--- config.mk ---
export PLATFORM = sky130hd
export DESIGN_NAME = soc_system_sysid_ext
export DESIGN_NICKNAME = d
export VERILOG_FILES = /design/src/rtl/soc_system_sysid_ext.sv
export SDC_FILE = /design/constraint.sdc
export NUM_CORES = 1
export LEC_CHECK = 0
export BUFFER_PORTS_ARGS = -buffer_cell sky130_fd_sc_hd__buf_2
export CORE_MARGIN = 1.5
export CORE_UTILIZATION = 30
export DETAILED_ROUTE_END_ITERATION = 8
export MAX_ROUTING_LAYER = met4
export PLACE_DENSITY_LB_ADDON = 0.08
export REMOVE_ABC_BUFFERS = 1
export SYNTH_ARGS = -nofsm -noshare
export SYNTH_HDL_FRONTEND = slang
export SYNTH_SLANG_ARGS = --single-unit
--- constraint.sdc ---
create_clock -name clock -period 5.9 [get_ports clock]
set_clock_uncertainty 0.1 [all_clocks]
set_input_delay 0 -clock clock [delete_from_list [all_inputs] [get_ports clock]]
set_output_delay 0 -clock clock [all_outputs]
set_load 0.005 [all_outputs]
--- src/rtl/soc_system_sysid_ext.sv ---
// ---------------------------------------------------------------------------
// soc_system_sysid_ext
//
// Avalon-MM identification slave for the HPS lightweight bridge. Exposes a
// small word map: read-only ID / build timestamp / build-info words, a
// byte-enabled scratch register, a free-running 64-bit uptime counter with
// an atomic high-word snapshot, a control register and a capabilities word.
//
// Ports:
//   clock          single clock for all logic
//   reset_n        synchronous, active-low reset
//   address        word address (ADDR_W bits; words 8 and above unmapped)
//   read           read strobe, one cycle per request, always accepted
//   write          write strobe, one cycle per request, always accepted
//   writedata      write data
//   byteenable     byte lanes for writes
//   readdata       read data, meaningful only while readdatavalid=1 (else 0)
//   readdatavalid  one-cycle pulse per accepted read
//
// Handshake: there is no waitrequest. A request is accepted in every cycle
// its strobe is high. Each accepted read produces exactly one readdatavalid
// pulse READ_LATENCY cycles later, in request order, carrying the data
// selected from register state in the accept cycle. Reset drops any read
// still in the pipeline.
//
// Word map:
//   0 ID  1 TIMESTAMP  2 BUILD_INFO  3 SCRATCH (RW)
//   4 UPTIME_LO (read also loads shadow <= counter[63:32])
//   5 UPTIME_HI (returns shadow)  6 CTRL {clr, en}  7 CAPS
//
// UPTIME_RST is the counter reset value; leave it at zero in a real build.
// It exists so a bench can start the counter close to a carry or a wrap.
// ADDR_W must be at least 3.
// ---------------------------------------------------------------------------
module soc_system_sysid_ext #(
    parameter logic [31:0] ID           = 32'h0000_0000,
    parameter logic [31:0] TIMESTAMP    = 32'h0000_0000,
    parameter logic [31:0] BUILD_INFO   = 32'h0000_0000,
    parameter int          ADDR_W       = 3,
    parameter int          READ_LATENCY = 1,
    parameter logic [31:0] SCRATCH_RST  = 32'h0000_0000,
    parameter logic [63:0] UPTIME_RST   = 64'h0
) (
    input  logic              clock,
    input  logic              reset_n,
    input  logic [ADDR_W-1:0] address,
    input  logic              read,
    input  logic              write,
    input  logic [31:0]       writedata,
    input  logic [3:0]        byteenable,
    output logic [31:0]       readdata,
    output logic              readdatavalid
);

    localparam logic [1:0]  LAT_FIELD = 2'(READ_LATENCY);
    localparam logic [31:0] CAPS      = {24'h0, 3'd0, LAT_FIELD, 3'b111};

    // Register state
    logic [31:0] scratch;
    logic [63:0] uptime;
    logic [31:0] shadow;
    logic        en;

    // Address decode: only words 0..7 are mapped.
    logic [31:0] addr_ext;
    logic        mapped;
    logic [2:0]  word;

    assign addr_ext = 32'(address);
    assign mapped   = (addr_ext < 32'd8);
    assign word     = address[2:0];

    logic wr_scratch;
    logic wr_ctrl;
    logic rd_lo;

    assign wr_scratch = write && mapped && (word == 3'd3);
    assign wr_ctrl    = write && mapped && (word == 3'd6) && byteenable[0];
    assign rd_lo      = read  && mapped && (word == 3'd4);

    // Read mux over pre-edge state, so a colliding write is not visible.
    logic [31:0] rd_sel;

    always_comb begin
        rd_sel = 32'h0;
        if (mapped) begin
            case (word)
                3'd0:    rd_sel = ID;
                3'd1:    rd_sel = TIMESTAMP;
                3'd2:    rd_sel = BUILD_INFO;
                3'd3:    rd_sel = scratch;
                3'd4:    rd_sel = uptime[31:0];
                3'd5:    rd_sel = shadow;
                3'd6:    rd_sel = {31'h0, en};
                default: rd_sel = CAPS;
            endcase
        end
    end

    // Register updates
    always_ff @(posedge clock) begin
        if (!reset_n) begin
            scratch <= SCRATCH_RST;
            uptime  <= UPTIME_RST;
            shadow  <= 32'h0;
            en      <= 1'b1;
        end else begin
            if (wr_scratch) begin
                for (int b = 0; b < 4; b++) begin
                    if (byteenable[b]) begin
                        scratch[8*b +: 8] <= writedata[8*b +: 8];
                    end
                end
            end

            // Shadow captures the pre-edge high word, so LO/HI pair is atomic
            // even when this edge also carries or clears the counter.
            if (rd_lo) begin
                shadow <= uptime[63:32];
            end

            // clr wins over the increment; the increment uses the old en.
            if (wr_ctrl && writedata[1]) begin
                uptime <= 64'h0;
            end else if (en) begin
                uptime <= uptime + 64'd1;
            end

            if (wr_ctrl) begin
                en <= writedata[0];
            end
        end
    end

    // Read return pipeline: READ_LATENCY register stages, data forced to 0
    // in stages that carry no read.
    logic [READ_LATENCY-1:0][31:0] pipe_data;
    logic [READ_LATENCY-1:0]       pipe_vld;

    always_ff @(posedge clock) begin
        if (!reset_n) begin
            pipe_data <= '0;
            pipe_vld  <= '0;
        end else begin
            pipe_data[0] <= read ? rd_sel : 32'h0;
            pipe_vld[0]  <= read;
            for (int i = 1; i < READ_LATENCY; i++) begin
                pipe_data[i] <= pipe_data[i-1];
                pipe_vld[i]  <= pipe_vld[i-1];
            end
        end
    end

    assign readdata      = pipe_data[READ_LATENCY-1];
    assign readdatavalid = pipe_vld[READ_LATENCY-1];

endmodule

Yosys cells after proc, flatten, opt, wreduce, memory -nomap -nowiden
Index checks and enable logic that the tools add are counted.
W data, S select, Z words.

cells by class
  reductions and logical operators = 15
  mux-type cells = 1
  bitwise gates (word level) = 1
  $add $sub $neg = 1
  magnitude comparators = 1
  equality and inequality tests = 6

operator list
  operator                 number
  $pmux W32 S5             1
  $add A64 B1 Y64 const B  1
  $eq A3 B3 Y1 const B     3
  $reduce_and A2 Y1        4
  $logic_and A1 B1 Y1      7
  $eq A3 B2 Y1 const B     2
  $lt A3 B4 Y1 const B     1
  $eq A3 B1 Y1 const B     1
  $logic_not A3 Y1         1
  $reduce_and A3 Y1        1
  $reduce_or A3 Y1         1
  $reduce_or A2 Y1         1
  $not A1 Y1               1

storage, ports and cells
  input port bits = 43
  register bits after elaboration = 162
  word-level logic and storage cells = 34
  output and inout port bits = 33

Longest topological paths before layout
Gate-level depths: netlist of the first run.

  depth in word-level cells = 6
  mapped depth = 7

Worst setup path before layout of the first run
OpenSTA, ideal clock, no wires.

  path kind = flip-flop to flip-flop
  start point = reg uptime[0]
  end point = reg uptime[58]
  data arrival time = 1858 ps
  path slack = 3871 ps
  stages on the path, launching flop included = 8
  setup time = 70 ps
  buffers on the path = 1
  cell sequence = dfxtp_1 ha_1 nand3_1 nor4_4 nand4_2 clkbuf_2 or3_1 a21oi_1

between the ends
  cells in the longest elaborated chain, start to end = 1

RTL lines
  what                    RTL line  RTL
  from (decl)             60        logic [63:0] uptime;
  from (signal assigned)  126       uptime <= uptime + 64'd1;
  $add A64 B1 Y64         126

No other way between the ends.
A chain may end at the register's enable or synchronous reset.

Final worst setup path of the first run
  start point = reg uptime[15]
  end point = reg uptime[60]

Same word-level chain as after synthesis.

==> results of run 1 <==
## stage by stage
step	area (um^2)	power, mW	setup slack, ns
after floorplan	6810	1.16	3.10
after global placement	7620	1.21	3.24
after detailed placement	7620	1.22	3.16
after CTS	8570	2.34	3.20
after global routing	8570	2.39	2.95
final	8570	2.31	3.20
## layout make-up
type                       instances  share of cell area
clock buffer                      17              0.0496
timing repair buffer             120              0.0940
multi-input combinational        562               0.414
tap                              285              0.0416
sequential                       162               0.378
inverter                           9             0.00394
clock inverter                    15              0.0187
## power groups by stage
stage	combinational, mW	clock, mW	sequential [mW]
6_report	0.103	1.10	1.10
3_5_place_dp	0.0863	0	1.13
4_1_cts	0.105	1.13	1.10
3_3_place_gp	0.0847	0	1.13
2_1_floorplan	0.0371	0	1.13
5_1_grt	0.113	1.18	1.10
## how the worst max path moves through the flow
stage,to,cells past startpoint,slack (ns),from
floorplan,uptime[0],4,3.10,address[1]
global placement,uptime[60],5,3.24,uptime[15]
detailed placement,scratch[2],7,3.16,address[0]
CTS,uptime[60],5,3.20,uptime[15]
global route,uptime[63],5,2.95,uptime[5]
finish,uptime[60],5,3.20,uptime[15]
## sequential cells by signal, summed over array words and instances (netlist names)
signal,flops
en,1
readdata,32
readdatavalid,1
scratch,32
shadow,32
uptime,64
## per-layer routing
metal / track usage / routed length [um]
met1: 0.195 / 8510
met4: 0.0399 / 173
met3: 0.0328 / 630
met2: 0.257 / 8710
met5: - / 0
## cells in the final DEF (no fill, tap or decap), drive strengths merged, types with 9 or more instances in the layout
cell type      n
nand3         33
mux2          27
dfxtp        162
xor2          24
inv           12
nand4         30
a21boi        32
xnor2         11
nand2         96
a22oi         31
and3           9
or3           20
a21oi         28
nor2          74
buf           83
clkbuf        17
o21ai         29
dlygate4sd3   37
nor2b         37
and4          10
mux2i         33
## worst max-delay path: cells and delay by family, from the launching register on
kind	cells	cell delay (ns)
AND/OR/NAND/NOR	4	1.94
AO/OA/AOI/OAI	1	0.15
flip-flops	1	0.42
## logic make-up (layout without fill, tap and decap cells)
family / count (synthesis) / count (layout) / synth area share
XOR/XNOR: 35 / 35 / 0.0439
buffers and inverters: 54 / 161 / 0.0299
AO/OA/AOI/OAI: 128 / 128 / 0.117
multiplexers: 60 / 60 / 0.0908
flip-flops: 162 / 162 / 0.464
AND/OR/NAND/NOR: 338 / 338 / 0.252
adder cells (fa/ha/maj): 1 / 1 / 0.00179
## what timing repair did
item                                   4_1_cts  5_1_grt
gates resized for setup                      0        0
hold buffers                                37        0
endpoints found under the hold margin       54        0
==> PnR_summary.wiki, run 1 <==
{| class="wikitable"
! Metric !! Value
|-
| Fraction of registers with async set/reset || 0
|-
| Seq. cell area || 3240 um^2
|-
| Area of the mapped netlist || between 6000 and 7000 um^2
|-
| Post-synthesis average cell area || 8.98 um^2
|-
| Maximum number of pins on one net before global-route repair || between 60 and 70
|-
| Hold path startpoint || byteenable[2]
|-
| Finish-stage setup viols || 0
|-
| Sequential share of power || 0.478
|-
| Critical path fanouts, max || 14
|-
| Comb power frac || 0.044
|-
| Setup repair after global routing missed its margin || false
|-
| Yosys top cell area share || 0.464
|-
| Final setup TNS || 0 ns
|-
| Io pins || between 70 and 80
|-
| Final core occ || 0.377
|-
| Static Leakage || approximately 3.3 nW
|-
| Final hold violation count || 0
|-
| Critical-path top delay cell || nor3_2
|-
| Library cells used by synthesis || 42
|-
| Share of final-layout standard cells stronger than drive strength 1 || 0.174
|-
| Worst Hold Class || input port to register
|-
| Post-route antenna net violation count || 0
|-
| Area occupied by multi-input gates || about 3500 um^2
|-
| Iteration count of the initial detailed-routing pass || 4
|-
| Mean routed wirelength per cell || ~15 um
|-
| HPWL after DPL || around 12 mm
|-
| Top_reg_cell synth || dfxtp_1
|-
| Worst Hold End || scratch[17]
|-
| Fraction of the yosys area taken by sequential cells || 0.464
|-
| Switching power of the nets || 537 uW
|-
| Power per Cell Area || 270 nW/um^2
|-
| Clock tree from TritonCTS || done
|-
| Root Driver || clkbuf_16
|-
| Global route overflow || 0
|-
| Critical path class || register to register
|-
| # H-tree levels || 4
|-
| Switching power as a share of total power || 0.233
|-
| Cell count after placement || 1101
|-
| First-pass GRT wire length || about 29 mm
|-
| Number of DRC markers in iteration 0 || between 200 and 300
|-
| Series of cell instances along the critical path || nand3_1, nor3_2, nand4_2, or4_1, a21oi_1
|-
| R2r setup slk || about 3.2 ns
|-
| Starting Density || 0.307
|-
| Synth area leader || dfxtp_1
|-
| Clock latency reported for the late side of the worst-skew pair || ~0.43 ns
|-
| Most frequent cells after synthesis || dfxtp_1, nand2_1, nor2_1
|-
| Port Buffers || 75
|-
| Number of enable-type register cells in the synthesized netlist || 0
|-
| Via count of the first global-routing pass || 5594
|-
| Max incr delay on CP || a little over 0.6 ns
|-
| Run status || finished, final reports clean
|-
| Count of cells along the worst hold path || 4
|-
| Critical path endpoint category || register
|-
| Clock transition at the register clock pins on the worst setup and hold paths after CTS || roughly 0.070 ns
|-
| Remaining max-slew budget at the tightest pin || 0.228
|-
| Startpoint of the most critical register-to-register path || uptime[15]
|-
| Fill cell instance count of the final layout || 2305
|-
| Worst Hold Slack || 0.212 ns
|-
| Vias per Instance || between 4 and 5
|-
| Final Max Tran Viols || 0
|-
| Most used standard cell by instance count after synthesis || dfxtp_1
|-
| Floorplan core area || approximately 23000 um^2
|-
| Clock sink total || roughly 160
|-
| Fin crit share || 0.457
|-
| Gp weighted congestion || 0.784
|-
| IR drop worst, VDD || 0.000174 V
|-
| Area delta synth->final || 22.8%
|-
| Seq cells post-synth || between 150 and 200
|-
| Y dimension of the die || roughly 160 um
|-
| Crit path time final || 2.70 ns
|-
| Data arrival, critical path || 2.95 ns
|-
| Worst R2R Path Depth || 5
|-
| Internal Dissipation || roughly 1.8 mW
|-
| NumNets Final || ~920
|-
| Slew @ Worst Pin || between 1 and 1.5 ns
|-
| Reg2Reg Capture Point || uptime[60]
|-
| Horiz. Die Dim || 156 um
|-
| Required time of the critical path || 6.15 ns
|-
| Overall routing resource usage || 0.156
|-
| Number of antenna repair diodes || 0
|-
| Final cell count without fillers || approximately 1.2k
|-
| Cell count after synthesis || slightly below 800
|-
| Fmax || 371 MHz
|-
| Longest Clk Path Bufs || 2
|-
| Total of max-cap violations || 0
|-
| Initial antenna violation count || 0
|-
| Critical Path Source Type || register
|-
| Clk pwr share || 0.478
|-
| Residual DRC count || 0
|-
| Cell row count || 55
|-
| Total via count in the routed design || 5817
|-
| Die ar. || between 20000 and 25000 um^2
|-
| Total of warnings raised by yosys || 0
|-
| Total Wirelength || roughly 18 mm
|-
| Buffers inserted during post-CTS setup optimization || 0
|-
| Number of buffers added by the clock tree synthesis step || 17
|-
| Cell types with the largest area share after synthesis || dfxtp_1, nand2_1, mux2i_1
|}
Note: power is estimated with default switching activity, not from simulation.
==> run 2: changes to the inputs <==
Settings changed: ABC_AREA set to 1.
Clock period 5.9 ns to 2.6 ns, I/O delays scaled along.
==> run 2 against run 1 <==
Net effect: the run now ends with hold timing left; critical path type unchanged; worst setup slack lost 2.6 ns; register-to-register slack lost 2.6 ns; hold slack lost 0.22 ns; core utilization grew 0.98 points; clock power grew 140%; largest cell class unchanged; combinational power grew to 3.0 times the previous value; power grew 140%; critical path depth grew 2; synthesized cell count grew 42%; sequential power grew 130%; routed wire length grew 40%; die area grew 7.2%.
==> PnR_summary.wiki, run 2 <==
{| class="wikitable"
! Metric !! Value
|-
| Maximum number of pins on one net before global-route repair || 36 (-45%)
|-
| Number of buffers added by the clock tree synthesis step || 17 (unchanged)
|-
| Static Leakage || 3.64 nW (+11%)
|-
| Final setup TNS || 0 ns (unchanged)
|-
| Register bank with the most flops || uptime
|-
| Final cell count without fillers || 1579 (+35%)
|-
| Clock tree from TritonCTS || done
|-
| Setup repair after global routing missed its margin || false
|-
| Cell Area, Placed || 8250 um^2 (+8.3%)
|-
| Post-synthesis average cell area || 6.78 um^2 (-25%)
|-
| Overall routing resource usage || 0.207 (+0.0506)
|-
| Vias per Instance || 4.60 (-7.5%)
|-
| Required time of the critical path || 2.83 ns (-3.32 ns)
|-
| Global route overflow || 0 (unchanged)
|-
| Horiz. Die Dim || 161 um (+3.5%)
|-
| Launching instance or port of the critical path || en
|-
| Critical Path Source Type || register
|-
| Total of warnings raised by yosys || 0 (unchanged)
|-
| First-pass GRT wire length || 39.4 mm (+37%)
|-
| Post-route antenna net violation count || 0 (unchanged)
|-
| Power per Cell Area || 577 nW/um^2 (+110%)
|-
| Reg2Reg Capture Point || uptime[23]
|-
| Finish-stage setup viols || 0 (unchanged)
|-
| Longest Clk Path Bufs || 2 (unchanged)
|-
| Violated checks || hold timing
|-
| Gp weighted congestion || 0.946 (+21%)
|-
| Seq cells post-synth || 162 (unchanged)
|-
| Total of max-cap violations || 0 (unchanged)
|-
| Final hold violation count || 2 (+2)
|-
| # H-tree levels || 4 (unchanged)
|-
| Number of enable-type register cells in the synthesized netlist || 0 (unchanged)
|-
| Via count of the first global-routing pass || 6897 (+23%)
|-
| Final non-filler cell area || 9450 um^2 (+10%)
|-
| Max FFs per register || 64 (unchanged)
|-
| NumNets Final || 1286 (+40%)
|-
| Buffers inserted during post-CTS setup optimization || 0 (unchanged)
|-
| Area of the mapped netlist || 7490 um^2 (+7.3%)
|-
| Simple-gate share of the synthesized area || 0.344 (+0.0923)
|-
| Compound-Gate Fraction of Synth Area || 0.117 (-0.000155)
|-
| Combinational family with the most area after synthesis || simple AND/OR/NAND/NOR gates
|-
| Critical-path top delay cell || dfxtp_1
|-
| Yosys top cell area share || 0.433 (-0.0317)
|-
| Most used standard cell by instance count after synthesis || nand2_1
|-
| Worst R2R Path Depth || 7 (+2)
|-
| Most frequent cells after synthesis || nand2_1, nor2_1, dfxtp_1
|-
| DP Worst Slack || 0.546 ns (-2.62 ns)
|-
| Worst Hold Slack || -0.0118 ns (-0.224 ns)
|-
| Iteration count of the initial detailed-routing pass || 4 (unchanged)
|-
| Remaining max-slew budget at the tightest pin || 0.550 (+0.322)
|-
| Endpoint of the worst setup timing path || uptime[23]
|-
| Cell types with the largest area share after synthesis || dfxtp_1, nand2_1, nor2_1
|-
| Final Max Tran Viols || 0 (unchanged)
|-
| Die ar. || 25900 um^2 (+7.2%)
|-
| Multiplexer share of the synthesized area || 0 (-0.0908)
|-
| Fmax || 489 MHz (+32%)
|-
| Area delta synth->final || 26.0%
|-
| Number of antenna repair diodes || 0 (unchanged)
|-
| Leading cell types in the layout, fill and taps excluded || nand2_1, nor2_1, dfxtp_1
|-
| Worst Hold Class || input port to register
|-
| IR drop worst, VDD || 0.000263 V (+51%)
|-
| R2r setup slk || 0.56 ns (-2.65 ns)
|-
| Final core occ || 0.387 (+0.00983)
|-
| Clock latency reported for the late side of the worst-skew pair || 0.44 ns (about the same)
|-
| Floorplan core area || 24400 um^2 (+7.4%)
|-
| Fin crit share || 0.786 (+0.329)
|-
| Critical path fanouts, max || 12 (-2)
|-
| Run status || finished with violations
|-
| Number of DRC markers in iteration 0 || 495 (+80%)
|-
| Total via count in the routed design || 7260 (+25%)
|-
| Y dimension of the die || 161 um (+3.5%)
|-
| Total Wirelength || 25.2 mm (+40%)
|-
| Startpoint of the most critical register-to-register path || en
|-
| Clock transition at the register clock pins on the worst setup and hold paths after CTS || 0.08 ns (about the same)
|-
| Top_reg_cell synth || dfxtp_1
|-
| Final Power || 5.45 mW (+140%)
|-
| Crit path time final || 2.04 ns (-0.654 ns)
|-
| Cell row count || 57 (+3.6%)
|-
| Mean routed wirelength per cell || 16.0 um (+3.6%)
|-
| Port Buffers || 75 (unchanged)
|-
| Max incr delay on CP || 0.60 ns (-0.02 ns)
|-
| Io pins || 76 (unchanged)
|-
| Data arrival, critical path || 2.27 ns (-0.68 ns)
|-
| Cell count after placement || 1487 (+35%)
|-
| PnR worst setup slack || 0.557 ns (-2.65 ns)
|-
| Library cells used by synthesis || 38 (-9.5%)
|-
| Post-synthesis xor/xnor area fraction || 0.0222 (-0.0217)
|-
| HPWL after DPL || 18.9 mm (+54%)
|-
| Starting Density || 0.307 (about the same)
|-
| Arithmetic-cell share of the synthesized area counting full adders, half adders and majority gates || 0.00167 (-0.000122)
|-
| Cell count after synthesis || 1106 (+42%)
|-
| Synth area leader || dfxtp_1
|-
| Fraction of registers with async set/reset || 0 (unchanged)
|-
| Critical path endpoint category || register
|-
| Clock sink total || 162 (unchanged)
|-
| Series of cell instances along the critical path || nand2_1, nor2_2, nand2_1, nor2_2, nand3_1, o21ai_0, a21oi_1
|-
| Critical path class || register to register
|-
| Root Driver || clkbuf_16
|-
| Fraction of the yosys area taken by sequential cells || 0.433 (-0.0317)
|-
| Slew @ Worst Pin || 0.674 ns (-0.474 ns)
|-
| Initial antenna violation count || 0 (unchanged)
|-
| Share of final-layout standard cells stronger than drive strength 1 || 0.125 (-0.0489)
|-
| Residual DRC count || 0 (unchanged)
|-
| Leading cell type in the layout, fill and taps excluded || nand2_1
|}
## run 2: power breakdown
| group | leakage [nW] | internal, mW | switching (mW) |
|---|---|---|---|
| Sequential | 1.31 | 2.51 | 0.0137 |
| Combinational | 2.04 | 0.136 | 0.171 |
| Clock | 0.290 | 1.40 | 1.23 |
| Total | 3.64 | 4.04 | 1.41 |
## run 2: final cells by class
| type | count | area, um^2 |
|---|---|---|
| Fill cell | 2691 | 14900 |
| Multi-Input combinational cell | 790 | 3640 |
| Sequential cell | 162 | 3240 |
| Timing Repair Buffer | 151 | 1110 |
| Inverter | 120 | 450 |
| Clock buffer | 18 | 439 |
| Tap cell | 324 | 405 |
| Clock inverter | 14 | 161 |
## run 2: worst max-delay path: cells and delay by family, from the launching register on
family,cells,cell delay (ns)
compound gates,2,0.23
simple gates,5,1.01
flops,1,0.60
## run 2: logic make-up (layout without fill, tap and decap cells)
group,Yosys count,count (layout)
AO/OA/AOI/OAI,158,158
XOR/XNOR,19,19
adder cells (fa/ha/maj),1,1
buffers and inverters,154,303
flip-flops,162,162
AND/OR/NAND/NOR,612,612
## run 2: worst min-delay path by stage
stage / from / endpoint / cells past startpoint
finish: byteenable[3] / scratch[30] / 4
global route: byteenable[3] / scratch[30] / 4
CTS: byteenable[3] / scratch[30] / 4
detailed placement: writedata[27] / scratch[27] / 3
global placement: writedata[26] / scratch[26] / 3
floorplan: reset_n / en / 1
## run 2: repair_timing
action | 4_1_cts | 5_1_grt
endpoints found under the hold margin | 38 | 0
gates resized for setup | 0 | 0
hold buffers | 60 | 0
## run 2: metal layers
layer,share of wire,global-route usage
met1,0.49,0.267
met2,0.46,0.330
met3,0.035,0.0352
met4,0.017,0.0644
met5,0,-
==> run 3: changes to the inputs <==
Settings changed: ABC_AREA 1 to 0.
Clock period 2.6 ns to 1.9 ns, I/O delays scaled along.
==> run 3 against run 2 <==
Net effect: global-route usage down 3.4 points; flip-flop and latch count unchanged; first-iteration DRC count down 45%; the flow finishes with violations (setup timing); register-to-register slack worse by 0.68 ns; hold slack better by 0.047 ns; non-clock buffer count up 94; worst setup slack worse by 0.68 ns.
==> PnR_summary.wiki, run 3 (synthesized netlist as in run 1, its figures left out) <==
{| class="wikitable"
! Metric !! Value
|-
| Run status || finished with violations
|-
| Violated checks || setup timing
|-
| PnR worst setup slack || -0.125 ns (-0.681 ns)
|-
| Initial antenna violation count || 0 (unchanged)
|-
| Port Buffers || 75 (unchanged)
|-
| Maximum number of pins on one net before global-route repair || 65 (+81%)
|-
| Final non-filler cell area || 9820 um^2 (+3.9%)
|-
| Required time of the critical path || 2.16 ns (-0.67 ns)
|-
| Reg2Reg Capture Point || uptime[42]
|-
| Startpoint of the most critical register-to-register path || uptime[5]
|-
| Critical path endpoint category || register
|-
| Endpoint of the worst setup timing path || uptime[42]
|-
| IR drop worst, VDD || 0.000392 V (+49%)
|-
| Clock transition at the register clock pins on the worst setup and hold paths after CTS || 0.07 ns (about the same)
|-
| Area delta synth->final || 40.6%
|-
| Longest Clk Path Bufs || 2 (unchanged)
|-
| Gp weighted congestion || 0.802 (-15%)
|-
| Finish-stage setup viols || 25 (+25)
|-
| Die ar. || 24200 um^2 (-6.7%)
|-
| Slew @ Worst Pin || 0.523 ns (-0.151 ns)
|-
| Post-route antenna net violation count || 0 (unchanged)
|-
| Vias per Instance || 4.89 (+6.4%)
|-
| First-pass GRT wire length || 32.3 mm (-18%)
|-
| Total Wirelength || 20.0 mm (-21%)
|-
| Total of max-cap violations || 0 (unchanged)
|-
| Final hold violation count || 0 (-2)
|-
| Launching instance or port of the critical path || uptime[5]
|-
| Number of DRC markers in iteration 0 || 273 (-45%)
|-
| Critical path class || register to register
|-
| Mean routed wirelength per cell || 15.4 um (-3.5%)
|-
| Max FFs per register || 64 (unchanged)
|-
| Worst R2R Path Depth || 6 (-1)
|-
| Via count of the first global-routing pass || 6345 (-8.0%)
|-
| NumNets Final || 1041 (-19%)
|-
| Leading cell type in the layout, fill and taps excluded || dfxtp_1
|-
| Number of buffers added by the clock tree synthesis step || 17 (unchanged)
|-
| Overall routing resource usage || 0.173 (-0.0337)
|-
| Horiz. Die Dim || 156 um (-3.4%)
|-
| Clock sink total || 162 (unchanged)
|-
| Io pins || 76 (unchanged)
|-
| Remaining max-slew budget at the tightest pin || 0.650 (+0.100)
|-
| Residual DRC count || 0 (unchanged)
|-
| Register bank with the most flops || uptime
|-
| HPWL after DPL || 14.0 mm (-26%)
|-
| # H-tree levels || 4 (unchanged)
|-
| DP Worst Slack || -0.271 ns (-0.817 ns)
|-
| Y dimension of the die || 156 um (-3.4%)
|-
| Number of antenna repair diodes || 0 (unchanged)
|-
| Critical path fanouts, max || 4 (-8)
|-
| Cell Area, Placed || 8410 um^2 (+2.0%)
|-
| Floorplan core area || 22700 um^2 (-6.9%)
|-
| Data arrival, critical path || 2.28 ns (about the same)
|-
| Global route overflow || 0 (unchanged)
|-
| Clock tree from TritonCTS || done
|-
| Critical Path Source Type || register
|-
| Final Power || 7.52 mW (+38%)
|-
| Fmax || 494 MHz (+0.92%)
|-
| R2r setup slk || -0.12 ns (-0.68 ns)
|-
| Static Leakage || 3.97 nW (+9.0%)
|-
| Crit path time final || 2.02 ns (-0.0186 ns)
|-
| Starting Density || 0.307 (about the same)
|-
| Total via count in the routed design || 6338 (-13%)
|-
| Leading cell types in the layout, fill and taps excluded || dfxtp_1, buf_4, nand2_1
|-
| Root Driver || clkbuf_16
|-
| Power per Cell Area || 766 nW/um^2 (+33%)
|-
| Worst Hold Class || input port to register
|-
| Final Max Tran Viols || 0 (unchanged)
|-
| Fin crit share || 1.07 (+0.280)
|-
| Iteration count of the initial detailed-routing pass || 4 (unchanged)
|-
| Clock latency reported for the late side of the worst-skew pair || 0.43 ns (about the same)
|-
| Share of final-layout standard cells stronger than drive strength 1 || 0.303 (+0.178)
|-
| Fill cell instance count of the final layout || 2308 (-14%)
|-
| Cell row count || 55 (-3.5%)
|-
| Setup repair after global routing missed its margin || true
|}
-- run 3: changes by cell type in the layout (fill, tap and decap cells not counted), moves of 32 or more --
cell / change
a21boi_0: +32
nor2b_1: +36
mux2i_1: +33
o21ai_0: -40
nor2_1: -134
buf_4: +101
nand3_1: -45
inv_1: -108
nand2_1: -188
a21oi_1: -39
-- run 3: area by class of cell --
cell class	instances	area, um^2	share of cell area
clock buffer	18	429	0.0437
tap	285	357	0.0363
clock inverter	14	201	0.0205
inverter	9	33.8	0.00344
multi-input combinational	562	3690	0.376
sequential	162	3260	0.332
timing repair buffer	245	1840	0.188
-- run 3: power breakdown --
group	total (mW)	switching, mW	internal [mW]	leakage (nW)
Clock	3.73	1.50	2.22	0.296
Combinational	0.368	0.190	0.179	2.36
Sequential	3.42	0.0103	3.41	1.31
-- run 3: how the worst min path moves through the flow --
stage / startpoint / to / slack (ns) / cells past startpoint
after global routing: address[1] / readdata[0] / 0.04 / 3
after floorplan: reset_n / en / -0.04 / 1
after detailed placement: writedata[9] / scratch[9] / 0.16 / 3
after global placement: writedata[4] / scratch[4] / 0.15 / 3
final: address[0] / readdata[0] / 0.04 / 3
after CTS: address[2] / readdata[3] / 0.008 / 5
-- run 3: worst max-delay path: stages, from the launching register on --
cell     delay (ns)
dfxtp_2        0.35
nand4_4        0.16
nor4_4         0.42
buf_4          0.20
nand4_1        0.16
or4_1          0.43
a21oi_1        0.14
-- run 3: per-stage QoR --
| step | util | hold WS, ns | instances | setup TNS [ns] |
|---|---|---|---|---|
| floorplan | - | -0.0381 | 733 | -80.31 |
| global placement | 0.370 | 0.154 | 1202 | -3.03 |
| detailed placement | 0.370 | 0.161 | 1202 | -5.34 |
| CTS | 0.424 | 0.00830 | 1288 | -1.41 |
| global route | 0.432 | 0.0360 | 1295 | -6.07 |
| finish | 0.432 | 0.0355 | 1295 | -1.68 |
-- run 3: metal layers --
| layer | track usage | up-vias | wire length (um) |
|---|---|---|---|
| met1 | 0.212 | 3060 | 9450 |
| met3 | 0.0328 | 17 | 518 |
| li1 | - | 3181 | - |
| met4 | 0.0472 | 0 | 225 |
| met5 | - | - | 0 |
| met2 | 0.291 | 80 | 9760 |
-- run 3: what timing repair did --
item / in CTS / in global routing
setup endpoints to repair: 37 / 46
setup buffers: 11 / 6
pin swaps: 23 / 10
gates resized for setup: 24 / 30
endpoints found under the hold margin: 38 / 0
gates cloned: 1 / 1
hold buffers: 43 / 0
